`src/rtl/sigmoid_lut_loader.sv`:
```
// sigmoid_lut_loader: write-side loader for the activation LUT.
// It takes a valid/ready word stream in LUT address order and turns it into
// LUT write strobes. Address 0 holds the most negative input, -2**(inWidth-1).
// Optional feature: define LUT_CHECKSUM_EN to add a running checksum output.
// The checksum is the unsigned sum of the accepted words.
module sigmoid_lut_loader #(
   parameter int inWidth   = 10,
   parameter int dataWidth = 16
) (
   input  logic                 clk,
   input  logic                 rst,
   input  logic                 start,
   input  logic                 abort,
   input  logic [dataWidth-1:0] s_data,
   input  logic                 s_valid,
   output logic                 s_ready,
   output logic                 lut_wr_en,
   output logic [inWidth-1:0]   lut_wr_addr,
   output logic [dataWidth-1:0] lut_wr_data,
   output logic                 busy,
   output logic                 done
`ifdef LUT_CHECKSUM_EN
   ,
   output logic [dataWidth+inWidth-1:0] checksum
`endif
);

   typedef enum logic [1:0] {
      IDLE = 2'd0,
      LOAD = 2'd1,
      DONE = 2'd2
   } state_t;

   localparam logic [inWidth-1:0] LAST_ADDR = '1;

   state_t               state_q, state_d;
   logic [inWidth-1:0]   cnt_q, cnt_d;
   logic                 s_ready_q, s_ready_d;
   logic                 busy_q, busy_d;
   logic                 done_q, done_d;
   logic                 wr_en_q, wr_en_d;
   logic [inWidth-1:0]   wr_addr_q, wr_addr_d;
   logic [dataWidth-1:0] wr_data_q, wr_data_d;
   logic                 accept;
   logic                 load_begin;

   // An abort in LOAD takes priority over a simultaneous handshake.
   assign accept     = (state_q == LOAD) && s_valid && s_ready_q && !abort;
   assign load_begin = (state_q == IDLE) && start && !abort;

   // Next-state, counter and registered-output logic for the load sequence.
   always_comb begin
      state_d   = state_q;
      cnt_d     = cnt_q;
      wr_en_d   = 1'b0;
      wr_addr_d = wr_addr_q;
      wr_data_d = wr_data_q;
      case (state_q)
         IDLE: begin
            if (load_begin) begin
               state_d = LOAD;
               cnt_d   = '0;
            end
         end
         LOAD: begin
            if (abort) begin
               state_d = IDLE;
            end else if (accept) begin
               wr_en_d   = 1'b1;
               wr_addr_d = cnt_q;
               wr_data_d = s_data;
               cnt_d     = cnt_q + 1'b1;
               if (cnt_q == LAST_ADDR) begin
                  state_d = DONE;
               end
            end
         end
         DONE: begin
            state_d = IDLE;
         end
         default: begin
            state_d = IDLE;
         end
      endcase
      // The status flags are decoded from the next state so that they come
      // out of flops aligned with the state they describe.
      s_ready_d = (state_d == LOAD);
      busy_d    = (state_d == LOAD);
      done_d    = (state_d == DONE);
   end

   // State and output registers; reset returns everything to an idle, empty state.
   always_ff @(posedge clk) begin
      if (rst) begin
         state_q   <= IDLE;
         cnt_q     <= '0;
         s_ready_q <= 1'b0;
         busy_q    <= 1'b0;
         done_q    <= 1'b0;
         wr_en_q   <= 1'b0;
         wr_addr_q <= '0;
         wr_data_q <= '0;
      end else begin
         state_q   <= state_d;
         cnt_q     <= cnt_d;
         s_ready_q <= s_ready_d;
         busy_q    <= busy_d;
         done_q    <= done_d;
         wr_en_q   <= wr_en_d;
         wr_addr_q <= wr_addr_d;
         wr_data_q <= wr_data_d;
      end
   end

   assign s_ready     = s_ready_q;
   assign busy        = busy_q;
   assign done        = done_q;
   assign lut_wr_en   = wr_en_q;
   assign lut_wr_addr = wr_addr_q;
   assign lut_wr_data = wr_data_q;

`ifdef LUT_CHECKSUM_EN
   logic [dataWidth+inWidth-1:0] sum_q, sum_d;

   // Running sum of accepted words, restarted when a new load begins.
   always_comb begin
      sum_d = sum_q;
      if (load_begin) begin
         sum_d = '0;
      end else if (accept) begin
         sum_d = sum_q + {{inWidth{1'b0}}, s_data};
      end
   end

   // Checksum register.
   always_ff @(posedge clk) begin
      if (rst) begin
         sum_q <= '0;
      end else begin
         sum_q <= sum_d;
      end
   end

   assign checksum = sum_q;
`endif

endmodule

```
`config.mk`:
```
export PLATFORM = sky130hd
export DESIGN_NAME = sigmoid_lut_loader
export DESIGN_NICKNAME = d
export VERILOG_FILES = /design/src/rtl/sigmoid_lut_loader.sv
export SDC_FILE = /design/constraint.sdc
export NUM_CORES = 1
export LEC_CHECK = 0
export ABC_AREA = 1
export CAP_MARGIN = 20
export CELL_PAD_IN_SITES_DETAIL_PLACEMENT = 0
export CELL_PAD_IN_SITES_GLOBAL_PLACEMENT = 1
export CORE_ASPECT_RATIO = 1.75
export CORE_UTILIZATION = 35
export DETAILED_ROUTE_END_ITERATION = 8
export PLACE_DENSITY_LB_ADDON = 0.25
export SYNTH_ARGS = -nofsm -noshare
export SYNTH_HDL_FRONTEND = slang
export SYNTH_SLANG_ARGS = --single-unit
```
`constraint.sdc`:
```
create_clock -name clk -period 3.3 [get_ports clk]
set_input_delay 0.66 -clock clk [delete_from_list [all_inputs] [get_ports clk]]
set_output_delay 0.66 -clock clk [all_outputs]
set_load 0.1 [all_outputs]
```
==> impl_metrics.py <==
metrics = {
    "status": {
        "outcome": "finished, final reports clean",
    },
    "sta": {
        "min_period_over_period": 0.585,
        "finalSetupTns_ns": 0,
        "report.final.hold_viol_count": 0,
        "drv_slew": 0,
        "period_minus_slack_ns": 1.93,
        "worst_pin_slew_ns": 0.443,
        "rsz0062_at_grt": "false",
        "relSlewSlack": 0.704,
        "fmax_ghz": 0.518,
        "setup_viol": 0,
        "final.setup_skew_ns": 0.00625,
    },
    "setup_path": {
        "crit_slowest_cell": "clkdlybuf4s50_1",
        "crit_fanout": 14,
        "r2r_end": "cnt_q[9]$_SDFFE_PP0P_",
        "critical_path_required_ns": 3.53,
        "r2r_slack_ns": 1.79,
        "crit_path_max_incr_delay_ns": 0.46,
        "reg2reg_depth": 8,
        "worstPathCellList": "clkdlybuf4s50_1, nand2_1, inv_1, nand3_2, nand2_2, nand4_1, nand2_1, inv_1, nor2_1",
        "r2r-start": "state_q[0]$_SDFF_PP0_",
        "start_kind": "primary input",
        "path_class": "in -> reg",
        "endpoint_kind": "register",
        "crit_arrival_ns": 2.16,
    },
    "floorplanning": {
        "die_area_um2": 5010,
        "initial_core_util": 0.369,
        "std_cell_rows": 32,
        "die_height_um": 92.9,
        "die-width_um": 53.9,
        "io_pins": 51,
        "coreArea_um2": 4480,
    },
    "synth": {
        "synth_nets": 237,
        "synth_edf_count": 0,
        "synthAdderAreaFrac": 0.00757,
        "syn_area_um2": 1650,
        "ys.flop_type": "dfxtp_1",
        "synth_top_area_frac": 0.497,
        "netlist-cell-type-count": 28,
        "synth_xor_area_frac": 0.00530,
        "ys_seq_elements": 41,
        "synth_area_leaders": "dfxtp_1 (50%), nor2_1 (13%), o21ai_0 (7.3%)",
        "yosysSeqAreaShare": 0.497,
        "netlist.top_cell.by_area": "dfxtp_1",
        "async_flop_share": 0,
        "synth_compound_area_frac": 0.125,
        "syn_avg_cell_area_um2": 7.69,
        "synth_top_family_by_area": "simple AND/OR/NAND/NOR gates",
        "synthCells": 215,
        "synthSimpleGateAreaFrac": 0.293,
        "yosys_warnings": 0,
        "muxShareOfSynthArea": 0,
    },
    "placed_design": {
        "globalplace.congestion": 0.745,
        "dp_hpwl_um": 2770,
        "port_buffers": 50,
    },
    "power": {
        "p_leak_nw": 0.908,
        "p_per_area_nw_per_um2": 449,
        "irDropWorstVdd_v": 0.000318,
        "power_w": 0.000999,
    },
    "route": {
        "routed_wl_um": 3760,
        "postRouteAntennaNets": 0,
        "drcViolationCount": 0,
        "vias": 1528,
        "wl_per_cell_um": 11.9,
        "dr.pass1.iters": 4,
        "drt-initial-drc-count": 31,
        "viasPerCell": 4.84,
    },
    "clock_network": {
        "cts-htree-levels": 2,
        "ctsHoldBuffers": 0,
        "cts_buffers": 5,
        "clock_sinks": 41,
        "cts_tree": "built",
        "cts_max_path_buffers": 2,
        "clk-insertion-delay-late_ns": 0.29,
        "cts_resized": 0,
        "clkTransAtPathRegs_ns": 0.07,
        "root_buffer": "clkbuf_8",
        "post-cts-setup-buffers": 0,
    },
    "worst_hold_path": {
        "min_from": "lut_wr_addr[6]$_SDFFE_PP0P_",
        "min_path_cells": 2,
        "hold_path.class": "reg -> reg",
        "min_to": "lut_wr_addr[6]$_SDFFE_PP0P_",
    },
    "layout": {
        "layout-drive-gt1-share": 0.200,
        "nNetsFinal": 286,
        "syn2layout_area_growth_pct": 34.5,
        "antenna_cells": 0,
        "final_util": 0.496,
    },
    "global_routing": {
        "antenna_found_initial": 0,
        "grt_max_degree": 28,
        "grt_pass1_wl_um": 6000,
        "first_global_vias": 1384,
        "grt.overflow.total": 0,
        "track_usage": 0.164,
    },
    "flow_run": {
        "cap_violations": 0,
    },
}
flip-flops by register name, indices dropped and copies added (netlist names):
register / cells
lut_wr_data: 16
cnt_q: 10
lut_wr_addr: 10
state_q: 2
busy: 1
done: 1
lut_wr_en: 1
cell usage after synthesis (3+ instances only):
cell type  number
buf_2           3
nand2_1        25
nand4_1         3
a21oi_1        11
clkbuf_1        3
o21ai_0        24
nand3_2         3
nor2_1         56
inv_1          13
dfxtp_1        41
nor3_2          3
nand3_1        10
worst max-delay path by stage:
stage / from / to / slack (ns) / depth (start not counted)
2_1_floorplan: busy$_SDFF_PP0_ / s_ready / 1.27 / 1
3_3_place_gp: s_valid / cnt_q[7]$_SDFFE_PP0P_ / 1.11 / 8
3_5_place_dp: s_valid / cnt_q[7]$_SDFFE_PP0P_ / 1.07 / 8
4_1_cts: s_valid / cnt_q[9]$_SDFFE_PP0P_ / 1.39 / 9
5_1_grt: s_valid / cnt_q[7]$_SDFFE_PP0P_ / 1.24 / 8
6_report: s_valid / cnt_q[9]$_SDFFE_PP0P_ / 1.37 / 9
final cells by class:
type,instances,area (µm²)
clock inverters,2,37.5
repair buffers,53,448
well taps,51,63.8
flip-flops and latches,41,821
multi-input cells,149,718
fillers,471,2260
inverters,14,52.6
clock buffers,6,82.6
cells in the final DEF, fill, tap and decap left out:
master / synthesis / layout
nor2_1: 56 / 56
dfxtp_1: 41 / 41
buf_4: 2 / 33
nand2_1: 25 / 25
o21ai_0: 24 / 24
clkdlybuf4s50_1: 0 / 20
inv_1: 13 / 13
a21oi_1: 11 / 11
nand3_1: 10 / 10
clkbuf_8: 0 / 6
nand3_2: 3 / 3
nand4_1: 3 / 3
nor2_2: 2 / 2
nor3_2: 3 / 2
nor4_1: 2 / 2
nor3_4: 0 / 1
inv_2: 1 / 1
o21ai_1: 1 / 1
nand3b_1: 1 / 1
nand2_2: 1 / 1
a21oi_2: 1 / 1
or2_2: 1 / 1
xor2_1: 1 / 1
a211oi_1: 1 / 1
or2_1: 1 / 1
o211a_1: 1 / 1
ha_1: 1 / 1
clkinvlp_4: 0 / 1
bufinv_16: 0 / 1
cells by family after synthesis:
group	Yosys count
buf+inv	25
flops	41
xor+xnor	1
simple gates	108
fa+ha+maj	1
compound gates	39
per-layer routing:
metal	up-vias	track usage	part of all wire
met1	696	0.160	0.40
met3	7	0.0411	0.053
li1	791	-	-
met2	34	0.299	0.53
met4	0	0.0746	0.018
met5	-	0	0
critical path, delay by kind of cell:
family                 cells  cell delay [ns]
and+or+nand+nor            6             0.92
buffers and inverters      3             0.58
through the flow:
step | hold WS, ns | instances | cell area, µm² | setup WS [ns]
2_1_floorplan | 0.444 | 215 | 1650 | 1.27
3_3_place_gp | 0.464 | 308 | 2100 | 1.11
3_5_place_dp | 0.475 | 308 | 2100 | 1.07
4_1_cts | 0.493 | 316 | 2220 | 1.39
5_1_grt | 0.514 | 316 | 2220 | 1.24
6_report | 0.484 | 316 | 2220 | 1.37
report_power, final:
group,switching (W),total (W),internal (W)
clock network,0.000169,0.000414,0.000246
registers,0.00000193,0.000500,0.000498
logic,0.0000522,0.0000852,0.0000330
No activity file was read; power rests on OpenSTA's default activity.
